## src/rtl/pbs_pkg.sv

```systemverilog
// -----------------------------------------------------------------------------
// pbs_pkg
// Shared definitions for the battle-game attack resolver:
//   - stat and move widths
//   - move damage/accuracy table and lookup helpers
//   - resolver FSM state encoding
//   - default LFSR seed
// -----------------------------------------------------------------------------
package pbs_pkg;

  localparam int unsigned STAT_W = 4;
  localparam int unsigned MOVE_W = 2;

  localparam logic [15:0] PBS_DEFAULT_SEED = 16'hACE1;

  // Move table: damage / accuracy per move index.
  localparam logic [STAT_W-1:0] MOVE0_DMG  = 4'd2;
  localparam logic [STAT_W-1:0] MOVE0_ACCU = 4'd15;
  localparam logic [STAT_W-1:0] MOVE1_DMG  = 4'd4;
  localparam logic [STAT_W-1:0] MOVE1_ACCU = 4'd12;
  localparam logic [STAT_W-1:0] MOVE2_DMG  = 4'd6;
  localparam logic [STAT_W-1:0] MOVE2_ACCU = 4'd8;
  localparam logic [STAT_W-1:0] MOVE3_DMG  = 4'd9;
  localparam logic [STAT_W-1:0] MOVE3_ACCU = 4'd5;

  typedef enum logic [1:0] {
    ST_IDLE = 2'd0,
    ST_SEL  = 2'd1,
    ST_ROLL = 2'd2,
    ST_DONE = 2'd3
  } res_state_e;

  function automatic logic [STAT_W-1:0] move_dmg(input logic [MOVE_W-1:0] mv);
    logic [STAT_W-1:0] d;
    case (mv)
      2'd0:    d = MOVE0_DMG;
      2'd1:    d = MOVE1_DMG;
      2'd2:    d = MOVE2_DMG;
      2'd3:    d = MOVE3_DMG;
      default: d = MOVE0_DMG;
    endcase
    return d;
  endfunction

  function automatic logic [STAT_W-1:0] move_accu(input logic [MOVE_W-1:0] mv);
    logic [STAT_W-1:0] a;
    case (mv)
      2'd0:    a = MOVE0_ACCU;
      2'd1:    a = MOVE1_ACCU;
      2'd2:    a = MOVE2_ACCU;
      2'd3:    a = MOVE3_ACCU;
      default: a = MOVE0_ACCU;
    endcase
    return a;
  endfunction

endpackage

```

## src/rtl/move_resolver_lfsr16.sv

```systemverilog
// -----------------------------------------------------------------------------
// lfsr16
// Free-running 16-bit Fibonacci LFSR, polynomial x^16+x^14+x^13+x^11+1,
// shifting left every cycle with the feedback bit entering at bit 0.
// A SEED of zero would lock the register at zero, so it is replaced by the
// package default seed.
// Ports:
//   clk     in   system clock
//   rst     in   synchronous active-high reset (loads the seed)
//   state_o out  current 16-bit LFSR state
// -----------------------------------------------------------------------------
module lfsr16
  import pbs_pkg::*;
#(
  parameter logic [15:0] SEED = 16'hACE1
) (
  input  logic        clk,
  input  logic        rst,
  output logic [15:0] state_o
);

  localparam logic [15:0] LOAD_VAL = (SEED == 16'h0000) ? PBS_DEFAULT_SEED : SEED;

  logic [15:0] state_q;
  logic [15:0] state_d;
  logic        fb_s;

  // Next-state: taps at bits 16/14/13/11 (1-based) map to 15/13/12/10.
  always_comb begin
    fb_s    = state_q[15] ^ state_q[13] ^ state_q[12] ^ state_q[10];
    state_d = {state_q[14:0], fb_s};
  end

  // State register with synchronous seed load.
  always_ff @(posedge clk) begin
    if (rst) begin
      state_q <= LOAD_VAL;
    end else begin
      state_q <= state_d;
    end
  end

  assign state_o = state_q;

endmodule

```

## src/rtl/move_resolver.sv

```systemverilog
// -----------------------------------------------------------------------------
// move_resolver
// Resolves one attack per start pulse: selects the player move (target=0)
// or a pseudo-random AI move (target=1), rolls accuracy against the LFSR (or
// a forced debug roll) and reports hit/miss plus the damage to apply.
// Also provides a combinational damage/accuracy preview of p_move.
//
// Build option: define PBS_CRIT_EN to enable critical hits (roll==0 on a hit
// deals double damage, saturating at the STAT_W maximum).
//
// Ports:
//   clk          in   system clock
//   rst          in   synchronous active-high reset
//   start        in   resolve request, only looked at in IDLE
//   target       in   0: player attacks (p_move), 1: AI attacks (random move)
//   p_move       in   player move select
//   dbg_roll_en  in   use dbg_roll instead of the LFSR roll
//   dbg_roll     in   forced roll value
//   busy         out  high in SEL and ROLL
//   done         out  one-cycle result strobe (DONE state)
//   hit          out  last attack hit
//   dmg_out      out  damage to apply, 0 on a miss
//   ai_move      out  move used by the last AI attack
//   disp_dmg     out  damage of p_move (combinational)
//   disp_accu    out  accuracy of p_move (combinational)
// -----------------------------------------------------------------------------
module move_resolver #(
  parameter logic [15:0] SEED   = 16'hACE1,
  parameter int unsigned STAT_W = 4
) (
  input  logic              clk,
  input  logic              rst,
  input  logic              start,
  input  logic              target,
  input  logic [1:0]        p_move,
  input  logic              dbg_roll_en,
  input  logic [STAT_W-1:0] dbg_roll,
  output logic              busy,
  output logic              done,
  output logic              hit,
  output logic [STAT_W-1:0] dmg_out,
  output logic [1:0]        ai_move,
  output logic [STAT_W-1:0] disp_dmg,
  output logic [STAT_W-1:0] disp_accu
);

  import pbs_pkg::*;

  res_state_e        state_q, state_d;
  logic [1:0]        move_q, move_d;
  logic [1:0]        ai_move_q, ai_move_d;
  logic              hit_q, hit_d;
  logic [STAT_W-1:0] dmg_q, dmg_d;
  logic              busy_q, busy_d;
  logic              done_q, done_d;

  logic [15:0]       lfsr_s;
  logic [1:0]        sel_move_s;
  logic [STAT_W-1:0] roll_s;
  logic [STAT_W-1:0] accu_s;
  logic [STAT_W-1:0] base_dmg_s;
  logic [STAT_W-1:0] hit_dmg_s;
  logic              hit_s;
  logic              unused_lfsr_s;

  lfsr16 #(
    .SEED (SEED)
  ) u_lfsr (
    .clk     (clk),
    .rst     (rst),
    .state_o (lfsr_s)
  );

  // Only the move and roll bits of the LFSR are consumed.
  assign unused_lfsr_s = ^lfsr_s[15:6];

  // Preview for the display decoders: pure lookup, no state involved.
  assign disp_dmg  = STAT_W'(move_dmg(p_move));
  assign disp_accu = STAT_W'(move_accu(p_move));

  assign sel_move_s = target ? lfsr_s[5:4] : p_move;
  assign roll_s     = dbg_roll_en ? dbg_roll : lfsr_s[STAT_W-1:0];
  assign accu_s     = STAT_W'(move_accu(move_q));
  assign base_dmg_s = STAT_W'(move_dmg(move_q));
  assign hit_s      = (roll_s < accu_s);

`ifdef PBS_CRIT_EN
  logic [STAT_W:0] dbl_dmg_s;

  // A zero roll is a critical: doubled damage, clamped to the largest stat.
  assign dbl_dmg_s = {base_dmg_s, 1'b0};
  assign hit_dmg_s = (roll_s != {STAT_W{1'b0}}) ? base_dmg_s :
                     (dbl_dmg_s[STAT_W] ? {STAT_W{1'b1}} : dbl_dmg_s[STAT_W-1:0]);
`else
  assign hit_dmg_s = base_dmg_s;
`endif

  // Next-state and result computation for the resolver FSM.
  always_comb begin
    state_d   = state_q;
    move_d    = move_q;
    ai_move_d = ai_move_q;
    hit_d     = hit_q;
    dmg_d     = dmg_q;
    case (state_q)
      ST_IDLE: begin
        if (start) begin
          state_d = ST_SEL;
        end else begin
          state_d = ST_IDLE;
        end
      end
      ST_SEL: begin
        state_d = ST_ROLL;
        move_d  = sel_move_s;
        if (target) begin
          ai_move_d = sel_move_s;
        end else begin
          ai_move_d = ai_move_q;
        end
      end
      ST_ROLL: begin
        state_d = ST_DONE;
        hit_d   = hit_s;
        if (hit_s) begin
          dmg_d = hit_dmg_s;
        end else begin
          dmg_d = {STAT_W{1'b0}};
        end
      end
      ST_DONE: begin
        state_d = ST_IDLE;
      end
      default: begin
        state_d = ST_IDLE;
      end
    endcase
    // Handshake flags are registered from the next state so they are Moore.
    busy_d = (state_d == ST_SEL) || (state_d == ST_ROLL);
    done_d = (state_d == ST_DONE);
  end

  // State and output registers; reset discards any attack in flight.
  always_ff @(posedge clk) begin
    if (rst) begin
      state_q   <= ST_IDLE;
      move_q    <= 2'd0;
      ai_move_q <= 2'd0;
      hit_q     <= 1'b0;
      dmg_q     <= {STAT_W{1'b0}};
      busy_q    <= 1'b0;
      done_q    <= 1'b0;
    end else begin
      state_q   <= state_d;
      move_q    <= move_d;
      ai_move_q <= ai_move_d;
      hit_q     <= hit_d;
      dmg_q     <= dmg_d;
      busy_q    <= busy_d;
      done_q    <= done_d;
    end
  end

  assign busy    = busy_q;
  assign done    = done_q;
  assign hit     = hit_q;
  assign dmg_out = dmg_q;
  assign ai_move = ai_move_q;

endmodule

```

## config.mk

```make
export PLATFORM = sky130hd
export DESIGN_NAME = move_resolver
export DESIGN_NICKNAME = d
export VERILOG_FILES = /design/src/rtl/pbs_pkg.sv /design/src/rtl/move_resolver_lfsr16.sv /design/src/rtl/move_resolver.sv
export SDC_FILE = /design/constraint.sdc
export NUM_CORES = 1
export LEC_CHECK = 0
export ABC_AREA = 1
export CAP_MARGIN = 20
export CORE_MARGIN = 1.5
export CORE_UTILIZATION = 52
export DETAILED_ROUTE_END_ITERATION = 10
export HOLD_SLACK_MARGIN = 0.06
export PLACE_DENSITY = 0.83
export SYNTH_ARGS = -nofsm -noshare
export SYNTH_HDL_FRONTEND = slang
export SYNTH_SLANG_ARGS = --single-unit
```

## constraint.sdc

```tcl
create_clock -name clk -period 4.25 [get_ports clk]
set_input_delay 0.6375 -clock clk [delete_from_list [all_inputs] [get_ports clk]]
set_output_delay 0.6375 -clock clk [all_outputs]
set_load 0.03 [all_outputs]
```

* Yosys cells after proc, flatten, opt, wreduce, memory -nomap -nowiden
Index checks and enable logic that the tools add are counted.
Operators by class: $lt $le $gt $ge 1, equal/unequal tests 12, mux-type cells 9, bitwise operators 3, reductions and logical operators 5
Operators with widths (number):
- $pmux W4 S4 | 4
- $eq A2 B2 Y1 const B | 8
- $eq A2 B1 Y1 const B | 4
- $mux W4 | 2
- $pmux W2 S4 | 1
- $logic_not A2 Y1 | 3
- $lt A4 B4 Y1 | 1
- $xor A1 B1 Y1 | 3
- $mux W2 | 1
- $reduce_and A2 Y1 | 1
- $logic_or A1 B1 Y1 | 1
- $mux W1 | 1
Word-level totals: register bits after elaboration 29, bits of input ports 11, output and inout port bits 17, word-level logic and storage cells 38

* Logic depth before layout (Yosys ltp)
word-level depth 4, gate-level depth with buffers 9

* Cells and area by module
A second synthesis with hierarchy kept.
Unflattened totals: cell total of the unflattened synthesis 156, area, all modules 1253.7 um^2
Modules (own cells, without submodules):
- move_resolver | times used 1, cells an instance 97, area an instance 750.7 um^2, sequential area each 240.2 um^2
- lfsr16 | times used 1, cells an instance 59, area an instance 503.0 um^2, sequential area each 320.3 um^2

* Worst setup path after synthesis
Ideal clock, no wire load.
path type input to output, from input port p_move[0], to output port disp_dmg[1], arrival time 1425 ps, required time 3612 ps, slack 2188 ps, stages 3, path through inv_1 ha_1 or2_2
Between the ends: longest elaborated chain between the ends 2
RTL lines:
- from (decl) | line move_resolver.sv:35 | input logic [1:0] p_move,
- $eq A2 B2 Y1, or another cell as far along | line pbs_pkg.sv:35 | case (mv)
- $pmux W4 S4 (*) | line pbs_pkg.sv:35
- to (decl) | line move_resolver.sv:43 | output logic [STAT_W-1:0] disp_dmg,
Mark *: on every way between the ends. The rest lies on a longest branch, timed or not.

* Worst setup path after layout
from input port p_move[1], to output port disp_dmg[1]
Same word-level chain as after synthesis.

==> qor.csv <==
stage,metric,value,unit
outcome,status,finished clean,
synthesis,largest family of logic cells by synthesized area,simple AND/OR/NAND/NOR gates,
route,DRC violation count after routing,0,
worst_setup_path,CP Launch Type,input port,
synthesis,Cells after Synth,138,
timing,Final Hold Fails,0,
route,Iter 0 DRT Violations,6,
route,DR vias/cell,4.585,
worst_setup_path,"Req. time, crit path",3.61,ns
cts,root buf cell,clkbuf_4,
run,Max-Cap Viols,0,
power_and_ir_drop,Cell Int Power,434.2,uW
cts,"CTS clk-pin slew, worst paths",0.16,ns
power_and_ir_drop,Clk pwr share,29.4,%
worst_setup_path,critical path class,input port to output port,
cells_and_area,"leading cell type in the layout, fill and taps excluded",dfxtp_1,
cells_and_area,synth-to-layout area growth,27.97,%
floorplanning,Starting Density,54.71,%
timing,RSZ-0062 raised after global routing,false,
cts,post-CTS sizing,0,
global_route,GR Util All Layers,18.53,%
synthesis,syn_area_per_cell,8.686,um2
placed_design,input/output buffers,27,
placed_design,Setup Slack @ Placement,1.237,ns
route,Final Routed Wirelength,2.125,mm
synthesis,post-synthesis sequential area ratio,46.76,%
power_and_ir_drop,PD cells,388.7,nW/um2
cts,Max Root-Sink Buffers,2,
synthesis,Compound-Gate Fraction of Synth Area,9.812,%
placed_design,Placer Congestion,0.6956,
floorplanning,Die Width,51.01,um
floorplanning,Die Y-Extent,51.01,um
cts,htree depth,1,
cells_and_area,ratio of cells with drive above 1 in the final layout,9.697,%
route,DR vias,885,
cts,clk_lat worst skew,0.33,ns
cts,clk sinks,28,
synthesis,Synth Cell Area,1199,um2
cells_and_area,# nets final,192,
timing,Max Clock Skew,0.005298,ns
floorplanning,core area,2191,um2
timing,"Slew Viols, Final",0,
synthesis,Post-Synth XOR/XNOR Area,1.461,%
synthesis,post-synthesis adder-cell area fraction,15.66,%
synthesis,Synth warnings,0,
power_and_ir_drop,cell leakage power,0.7090,nW
global_route,largest net degree at the start of global routing,25,
floorplanning,number of I/O pins,28,
global_route,GR Overflow Total,0,
cts,hold buffers post-CTS,0,
worst_setup_path,CP Capture Type,output port,
power_and_ir_drop,share of power burned in registers,49.0,%
timing,fin crit period,3.032,ns
synthesis,multiplexer area fraction after synthesis,0,%
global_route,first-pass GRT wire length,3.512,mm
hold_path,Hold WC Path Type,register to register,
floorplanning,row cnt,17,
synthesis,Synth Area in Simple Gates,15.97,%
worst_setup_path,Worst Path Max Fanout,5,
timing,TNS Setup,0,ns
power_and_ir_drop,Sw Share,27.19,%
placed_design,DPL Wire Length,1.590,mm
synthesis,syn_nets,164,
timing,Worst-Margin Slew,0.7513,ns
power_and_ir_drop,P_sw,162.1,uW
timing,Tcrit/Tclk final,71.35,%
floorplanning,die footprint,2602,um2
cts,postcts setup bufs,0,
synthesis,library cells used by synthesis,17,
power_and_ir_drop,VDD IR max,0.0002994,V
cts,CTS tree,done,
timing,FMAX,0.3298,GHz
route,count of antenna-violating nets left after detailed routing,0,
cells_and_area,most frequent cells in the layout,"28 x dfxtp_1, 27 x clkdlybuf4s50_1, 26 x inv_1",
global_route,vias in the first global route,862,
timing,Final WS setup,1.218,ns
timing,Final setup viols,0,
global_route,initial antenna violation count,0,
synthesis,synthesis-stage register bit count,28,
worst_setup_path,Worst Path Arrival,2.39,ns
timing,Relative slew margins,49.76,%
power_and_ir_drop,Gate power share,21.6,%
route,WL/cell,11.01,um
route,DRT Pass-1 Iters,4,
cts,Num CTS Buffers,3,
cells_and_area,number of antenna diodes,0,
## routing by layer
| metal | wire length [um] | part of all wire, % | track usage [%] |
|---|---|---|---|
| met3 | 66 | 3.1 | 3.801 |
| met4 | 16 | 0.75 | 8.108 |
| met1 | 922 | 43 | 20.19 |
| met2 | 1119 | 53 | 34.20 |
| met5 | 0 | 0 | 0 |
## power by group through the flow
| stage | clock, mW | sequential, mW | combinational [mW] |
|---|---|---|---|
| after CTS | 0.180 | 0.292 | 0.130 |
| final | 0.175 | 0.292 | 0.129 |
| after global routing | 0.189 | 0.295 | 0.143 |
| after floorplan | 0 | 0.309 | 0.0711 |
| after global placement | 0 | 0.297 | 0.124 |
| after detailed placement | 0 | 0.298 | 0.129 |
## registers in the layout, indices dropped and copies added, names as in the netlist
signal,flops
ai_move,2
dmg_out,3
u_lfsr.state_o,16
busy,1
hit,1
done,1
state_q,2
move_q,2
## worst paths after layout
kind	slack [ns]	cells after the start	end	from
setup / recovery	1.22	5	disp_dmg[1]	p_move[1]
hold / removal	0.42	1	u_lfsr.state_o[7]	u_lfsr.state_o[6]
setup reg to reg	2.75	6	dmg_out[0]	move_q[0]
hold reg to reg	0.42	1	u_lfsr.state_o[7]	u_lfsr.state_o[6]
## final cells by class
type	count	area (um2)
repair buffers	27	270.3
multi-input cells	79	514.2
fillers	172	656.9
inverters	27	101.3
flip-flops and latches	28	560.5
clock buffers	3	22.52
well taps	28	35.03
clock inverters	1	30.03
## through the flow
| stage | power [mW] | instances | util [%] | cell area, um2 | hold WS, ns |
|---|---|---|---|---|---|
| 6_report | 0.5963 | 193 | 70.02 | 1534 | 0.4214 |
| 3_3_place_gp | 0.4211 | 189 | 67.62 | 1481 | 0.3941 |
| 4_1_cts | 0.6019 | 193 | 70.02 | 1534 | 0.4248 |
| 3_5_place_dp | 0.4265 | 189 | 67.62 | 1481 | 0.3938 |
| 2_1_floorplan | 0.3800 | 138 | - | 1199 | 0.3883 |
| 5_1_grt | 0.6267 | 193 | 70.02 | 1534 | 0.4421 |
## cells in the mapped netlist
| cell type | instances | area [um2] |
|---|---|---|
| or2_2 | 9 | 56.30 |
| a21oi_1 | 9 | 45.04 |
| inv_2 | 1 | 3.750 |
| buf_4 | 2 | 15.01 |
| xnor2_1 | 1 | 8.760 |
| xor2_1 | 1 | 8.760 |
| nand2_2 | 1 | 6.260 |
| dfxtp_1 | 28 | 560.5 |
| a221oi_1 | 2 | 17.52 |
| ha_1 | 15 | 187.7 |
| nor2_1 | 15 | 56.30 |
| a211oi_4 | 1 | 20.02 |
| inv_1 | 26 | 97.59 |
| nand3_1 | 4 | 20.02 |
| nand2_1 | 14 | 52.55 |
| o21ai_0 | 7 | 35.03 |
| clkbuf_1 | 2 | 7.510 |
## cell families after synthesis
group / count (synthesis)
simple gates: 43
buf+inv: 31
flops: 28
compound gates: 19
fa+ha+maj: 15
xor+xnor: 2
## critical path, stage by stage
cell and delay (ns):
clkdlybuf4s50_1 0.57, inv_1 0.09, ha_1 0.19, or2_2 0.30, clkdlybuf4s50_1 0.61
Power figures use the tool's default switching activity.
